`config.mk`:
```
export PLATFORM = sky130hd
export DESIGN_NAME = exp7_unidade_controle
export DESIGN_NICKNAME = d
export VERILOG_FILES = /design/src/rtl/exp7_unidade_controle.sv
export SDC_FILE = /design/constraint.sdc
export NUM_CORES = 1
export LEC_CHECK = 0
export BUFFER_PORTS_ARGS = -buffer_cell sky130_fd_sc_hd__buf_4
export CORE_MARGIN = 10
export CORE_UTILIZATION = 30
export CTS_CLUSTER_DIAMETER = 30
export DETAILED_ROUTE_END_ITERATION = 7
export PLACE_DENSITY_LB_ADDON = 0.1
export SYNTH_ARGS = -nofsm -noshare
export SYNTH_HDL_FRONTEND = slang
export SYNTH_SLANG_ARGS = --single-unit
```
`constraint.sdc`:
```
create_clock -name clock -period 3.23 [get_ports clock]
set_input_delay 0.1615 -clock clock [delete_from_list [all_inputs] [get_ports clock]]
set_output_delay 0.1615 -clock clock [all_outputs]
set_load 0.1 [all_outputs]
```
`src/rtl/exp7_unidade_controle.sv`:
```
// Memory-game sequencing FSM: replays the stored sequence each round, then collects and
// checks the player's moves, driving the datapath counter/register controls.
module exp7_unidade_controle #(
   parameter int DISP_CYCLES = 1000,
   parameter int GAP_CYCLES  = 250
) (
   input  logic       clock,
   input  logic       reset,
   input  logic       iniciar,
   input  logic       jogada,
   input  logic       igual,
   input  logic       enderecoIgualRodada,
   input  logic       fimRod,
   input  logic       fimT,
   output logic       zeraE,
   output logic       contaE,
   output logic       zeraRod,
   output logic       contaRod,
   output logic       zeraT,
   output logic       contaT,
   output logic       zeraR,
   output logic       registraR,
   output logic       mostraLeds,
   output logic       pronto,
   output logic       acertou,
   output logic       errou,
   output logic       timeout,
   output logic [3:0] db_estado
);

   // state          | meaning
   // inicial        | idle, waiting for iniciar
   // preparacao     | clear address, round, timeout and move register
   // inicia_rodada  | rewind address for the replay
   // mostra         | LED lit with memory[endereco] for DISP_CYCLES
   // intervalo      | LEDs dark for GAP_CYCLES
   // proximo_mostra | advance to the next replayed step
   // zera_endereco  | replay done, rewind address for the player
   // espera         | waiting for a move, timeout counter running
   // registra       | latch the move
   // compara        | check the move against memory
   // proxima_jogada | advance to the next expected move
   // proxima_rodada | round complete, grow the sequence
   // fim_*          | game over (win / timeout / wrong move)

   localparam int TMAX = (DISP_CYCLES > GAP_CYCLES) ? DISP_CYCLES : GAP_CYCLES;
   localparam int TW   = $clog2(TMAX + 1);
   localparam logic [TW-1:0] DISP_LAST = TW'(DISP_CYCLES - 1);
   localparam logic [TW-1:0] GAP_LAST  = TW'(GAP_CYCLES - 1);

   typedef enum logic [3:0] {
      INICIAL        = 4'h0,
      PREPARACAO     = 4'h1,
      INICIA_RODADA  = 4'h2,
      MOSTRA         = 4'h3,
      INTERVALO      = 4'h4,
      PROXIMO_MOSTRA = 4'h5,
      ESPERA         = 4'h6,
      REGISTRA       = 4'h7,
      COMPARA        = 4'h8,
      PROXIMA_JOGADA = 4'h9,
      FIM_ACERTOU    = 4'hA,
      PROXIMA_RODADA = 4'hB,
      ZERA_ENDERECO  = 4'hC,
      FIM_TIMEOUT    = 4'hD,
      FIM_ERROU      = 4'hE
   } state_t;

   typedef struct packed {
      logic zera_e;
      logic conta_e;
      logic zera_rod;
      logic conta_rod;
      logic zera_t;
      logic conta_t;
      logic zera_r;
      logic registra_r;
      logic mostra_leds;
      logic pronto;
      logic acertou;
      logic errou;
      logic timeout;
   } ctrl_t;

   state_t          state_q, state_d;
   logic [TW-1:0]   timer_q, timer_d;
   ctrl_t           ctrl_q, ctrl_d;

   always_comb begin
      state_d = state_q;
      timer_d = '0;
      case (state_q)
         INICIAL:        if (iniciar) state_d = PREPARACAO;
         PREPARACAO:     state_d = INICIA_RODADA;
         INICIA_RODADA:  state_d = MOSTRA;
         MOSTRA: begin
            if (timer_q == DISP_LAST) state_d = INTERVALO;
            else                      timer_d = timer_q + TW'(1);
         end
         INTERVALO: begin
            if (timer_q == GAP_LAST)
               state_d = enderecoIgualRodada ? ZERA_ENDERECO : PROXIMO_MOSTRA;
            else
               timer_d = timer_q + TW'(1);
         end
         PROXIMO_MOSTRA: state_d = MOSTRA;
         ZERA_ENDERECO:  state_d = ESPERA;
         ESPERA: begin
            // a move landing on the timeout cycle still counts
            if (jogada)    state_d = REGISTRA;
            else if (fimT) state_d = FIM_TIMEOUT;
         end
         REGISTRA:       state_d = COMPARA;
         COMPARA: begin
            if (!igual)                    state_d = FIM_ERROU;
            else if (!enderecoIgualRodada) state_d = PROXIMA_JOGADA;
            else if (fimRod)               state_d = FIM_ACERTOU;
            else                           state_d = PROXIMA_RODADA;
         end
         PROXIMA_JOGADA: state_d = ESPERA;
         PROXIMA_RODADA: state_d = INICIA_RODADA;
         FIM_ACERTOU, FIM_TIMEOUT, FIM_ERROU:
                         if (iniciar) state_d = PREPARACAO;
         default:        state_d = INICIAL;
      endcase
   end

   // Outputs are decoded from the next state and registered, so they always match state_q.
   always_comb begin
      ctrl_d = '0;
      case (state_d)
         PREPARACAO: begin
            ctrl_d.zera_e   = 1'b1;
            ctrl_d.zera_rod = 1'b1;
            ctrl_d.zera_t   = 1'b1;
            ctrl_d.zera_r   = 1'b1;
         end
         INICIA_RODADA: begin
            ctrl_d.zera_e = 1'b1;
            ctrl_d.zera_t = 1'b1;
         end
         MOSTRA:         ctrl_d.mostra_leds = 1'b1;
         PROXIMO_MOSTRA: ctrl_d.conta_e     = 1'b1;
         ZERA_ENDERECO: begin
            ctrl_d.zera_e = 1'b1;
            ctrl_d.zera_t = 1'b1;
            ctrl_d.zera_r = 1'b1;
         end
         ESPERA:         ctrl_d.conta_t    = 1'b1;
         REGISTRA:       ctrl_d.registra_r = 1'b1;
         PROXIMA_JOGADA: begin
            ctrl_d.conta_e = 1'b1;
            ctrl_d.zera_t  = 1'b1;
         end
         PROXIMA_RODADA: ctrl_d.conta_rod = 1'b1;
         FIM_ACERTOU: begin
            ctrl_d.pronto  = 1'b1;
            ctrl_d.acertou = 1'b1;
         end
         FIM_TIMEOUT: begin
            ctrl_d.pronto  = 1'b1;
            ctrl_d.timeout = 1'b1;
         end
         FIM_ERROU: begin
            ctrl_d.pronto = 1'b1;
            ctrl_d.errou  = 1'b1;
         end
         default:        ctrl_d = '0;
      endcase
   end

   always_ff @(posedge clock or negedge reset) begin
      if (!reset) begin
         state_q <= INICIAL;
         timer_q <= '0;
         ctrl_q  <= '0;
      end else begin
         state_q <= state_d;
         timer_q <= timer_d;
         ctrl_q  <= ctrl_d;
      end
   end

   assign zeraE      = ctrl_q.zera_e;
   assign contaE     = ctrl_q.conta_e;
   assign zeraRod    = ctrl_q.zera_rod;
   assign contaRod   = ctrl_q.conta_rod;
   assign zeraT      = ctrl_q.zera_t;
   assign contaT     = ctrl_q.conta_t;
   assign zeraR      = ctrl_q.zera_r;
   assign registraR  = ctrl_q.registra_r;
   assign mostraLeds = ctrl_q.mostra_leds;
   assign pronto     = ctrl_q.pronto;
   assign acertou    = ctrl_q.acertou;
   assign errou      = ctrl_q.errou;
   assign timeout    = ctrl_q.timeout;
   assign db_estado  = state_q;

endmodule

```
==> impl_metrics.tcl <==
set metrics [dict create \
    cts_buffer_depth 2 \
    core.rowCount 25 \
    htreeDepth 1 \
    synth_seq_area_share_pct 47.2 \
    ys_types 46 \
    report.power.total_w 0.00102 \
    worstSkewPairLatency_ns 0.27 \
    post_drt_wl_per_cell_um 14.8 \
    ir_drop_v 0.000205 \
    async_flop_share_pct 100 \
    globalRoute.totalOverflow 0 \
    synth-edff-count 0 \
    post-cts-setup-buffers 0 \
    coreArea_um2 4660 \
    crit_path_top_delay_cell "sky130_fd_sc_hd__dfrtp_1" \
    max_slew_margin_pct 61.4 \
    min_period_over_period_pct 61.0 \
    antenna_cells 0 \
    grt_antenna_before_repair 0 \
    timing.setup.tns_ns 0 \
    critical_path.max_fanout 16 \
    status "finished, final reports clean" \
    ys_seq_elements 27 \
    ioPinCount 25 \
    portBuffers 24 \
    criticalPathCategory "register to register" \
    finalInstanceArea_um2 1710 \
    layout-drive-gt1-share_pct 25.5 \
    initial_utilization_pct 30.7 \
    yosys_warnings 0 \
    die-height_um 89.1 \
    leakage_dissipation_nw 0.762 \
    fill_cells 479 \
    multi_input_area_um2 713 \
    fin_hold_ws_ns 0.337 \
    ys_dominant_reg_cell "sky130_fd_sc_hd__dfrtp_1" \
    report.final.hold_viol_count 0 \
    post_synth_main_area_contributors "sky130_fd_sc_hd__dfrtp_1 (47%), sky130_fd_sc_hd__nor2_1 (5.2%), sky130_fd_sc_hd__xor2_1 (3.1%)" \
    power_density_nw_per_um2 594 \
    critPathRequiredTime_ns 3.40 \
    transition_at_the_pin_with_the_smallest_max_transition_slack_ns 0.572 \
    die_x_um 89.1 \
    timing.final.crit_period_ns 1.97 \
    detail_route.drc_violations 0 \
    critPathLaunchType "register" \
    fp.dieArea_um2 7940 \
    grt_max_degree 28 \
    clock_tree.root_cell "sky130_fd_sc_hd__clkbuf_8" \
    maxClockFrequency_mhz 508 \
    timing.critical_path.buf_inv 0 \
    min_delay_worst_type "primary input to asynchronous set/reset pin" \
    postSynthAreaPerCell_um2 10.2 \
    cts.clk_slew.worst_paths_ns 0.09 \
    detail_route.iter0.violations 74 \
    timing.critical_path.arrival_ns 2.14 \
    cts_bufs_inserted 3 \
    dpl-instance-area_um2 1660 \
    synthCells 140 \
    final.setup_skew_ns 0.00443 \
    crit_family "compound AO/OA/AOI/OAI gates" \
    yosysTopAreaCell "sky130_fd_sc_hd__dfrtp_1" \
    detail_route.first_pass.iterations 4 \
    synth_top_area_share_pct 47.2 \
    hpwlAfterDp_um 2400 \
    grt_use_total_pct 8.77 \
    routed_wirelength_um 3250 \
    rsz0062_at_grt "no" \
    cts_tree "yes" \
    fin_nets 176 \
    ant_nets 0 \
    critical_path.cell_chain "a21bo_2 -> a2111oi_2 -> a211o_2 -> nand2b_1 -> nor4_1" \
    number_of_global_route_vias_before_repair 1075 \
    replace_congestion 0.785 \
    synth.cell_area_um2 1430 \
    report.final.slew_viol_count 0 \
    syn2layout_area_growth_pct 19.4 \
    register_area_um2 676 \
    maxCapViolations 0 \
    cts-resized-gates 0 \
    syn_nets 150 \
    commonest_cells_after_routing_fill_and_taps_aside "sky130_fd_sc_hd__dfrtp_1 (27), sky130_fd_sc_hd__buf_4 (24), sky130_fd_sc_hd__nor2_1 (20)" \
    grt_first_pass_wirelength_um 5480 \
    vias 1081 \
    clock_sinks 27 \
    routed_via_density 4.94 \
    cp-end-kind "register" \
    layout.cells.most_common "sky130_fd_sc_hd__dfrtp_1" \
    finalSetupViolations 0 \
    worst_path_largest_cell_delay_ns 0.67 \
]
[sequential cells by signal, summed over array words and instances (netlist names)]
| signal | flops |
|---|---|
| acertou | 1 |
| contaE | 1 |
| contaRod | 1 |
| contaT | 1 |
| db_estado | 4 |
| errou | 1 |
| mostraLeds | 1 |
| pronto | 1 |
| registraR | 1 |
| timeout | 1 |
| timer_q | 10 |
| zeraE | 1 |
| zeraR | 1 |
| zeraRod | 1 |
| zeraT | 1 |
[per-stage QoR]
step | std cells | utilization, % | worst slack (ns)
after floorplan | 140 | - | 1.03
after global placement | 214 | 35.5 | 1.27
after detailed placement | 214 | 35.5 | 1.30
after CTS | 219 | 36.7 | 1.27
after global routing | 219 | 36.7 | 1.05
final | 219 | 36.7 | 1.26
[cell type report]
cell class                 instances  share of cell area, %
sequential                        27                   39.5
timing repair buffer              25                   11.1
clock buffer                       4                   2.63
tap                               54                   3.95
multi-input combinational        104                   41.7
inverter                           5                   1.10
[kinds of logic (layout without fill, tap and decap cells)]
family                     after synthesis  count (layout)  share of synthesized area [%]
xor gates and xnor gates                 9               9                           5.50
AOI/OAI and AO/OA                       28              28                           16.8
and+or+nand+nor                         65              65                           25.8
adders and majority gates                2               2                           1.75
buffers and inverters                    9              34                           3.06
DFF                                     27              27                           47.2
[path summary, 6_finish.rpt]
path	slack (ns)	start	to	depth (start not counted)
setup reg to reg	1.26	db_estado[3]	contaT	5
setup / recovery	1.26	db_estado[3]	contaT	5
max in group asynchronous	2.64	reset	zeraR	2
hold / removal	0.34	reset	zeraRod	2
hold reg to reg	0.50	timer_q[0]	timer_q[0]	1
min in group clock	0.41	jogada	db_estado[1]	4
[timing repair]
action | CTS | global route
hold buffers | 1 | 0
setup endpoints to repair | 0 | 0
hold endpoints to repair | 27 | 0
[Yosys cell counts, types with 2 or more instances]
master and instances:
sky130_fd_sc_hd__xor2_1 5, sky130_fd_sc_hd__nand3_1 7, sky130_fd_sc_hd__nor3_1 3, sky130_fd_sc_hd__ha_1 2, sky130_fd_sc_hd__xnor2_1 4, sky130_fd_sc_hd__inv_1 5, sky130_fd_sc_hd__o21ai_1 2, sky130_fd_sc_hd__o21ai_2 2
sky130_fd_sc_hd__o21ai_0 2, sky130_fd_sc_hd__and3b_1 2, sky130_fd_sc_hd__buf_2 2, sky130_fd_sc_hd__nand4_1 3, sky130_fd_sc_hd__o211ai_2 2, sky130_fd_sc_hd__o21bai_1 2, sky130_fd_sc_hd__and3_1 2, sky130_fd_sc_hd__nor4_1 2
sky130_fd_sc_hd__buf_4 2, sky130_fd_sc_hd__dfrtp_1 27, sky130_fd_sc_hd__nor2b_1 3, sky130_fd_sc_hd__nand2_1 10, sky130_fd_sc_hd__a21oi_1 6, sky130_fd_sc_hd__nor2_1 20, sky130_fd_sc_hd__nor4bb_1 2
[power breakdown]
group,total [W],internal [W],switching (W)
combinational,0.000370,0.000119,0.000251
clock,0.000189,0.0000882,0.000101
sequential,0.000456,0.000385,0.0000714
total,0.00102,0.000592,0.000423
[routing by layer]
metal / up-vias / GRT usage (%) / wire length (µm)
met5: - / 0 / 0
met4: 0 / 3.03 / 23
met3: 2 / 2.64 / 160
met2: 17 / 12.9 / 1440
met1: 512 / 11.9 / 1630
li1: 550 / - / -
[worst reg2reg max path, stage by stage (launching register included)]
cell	delay, ns
sky130_fd_sc_hd__dfrtp_1	0.67
sky130_fd_sc_hd__a21bo_2	0.29
sky130_fd_sc_hd__a2111oi_2	0.41
sky130_fd_sc_hd__a211o_2	0.22
sky130_fd_sc_hd__nand2b_1	0.11
sky130_fd_sc_hd__nor4_1	0.18
Power figures use the tool's default switching activity.
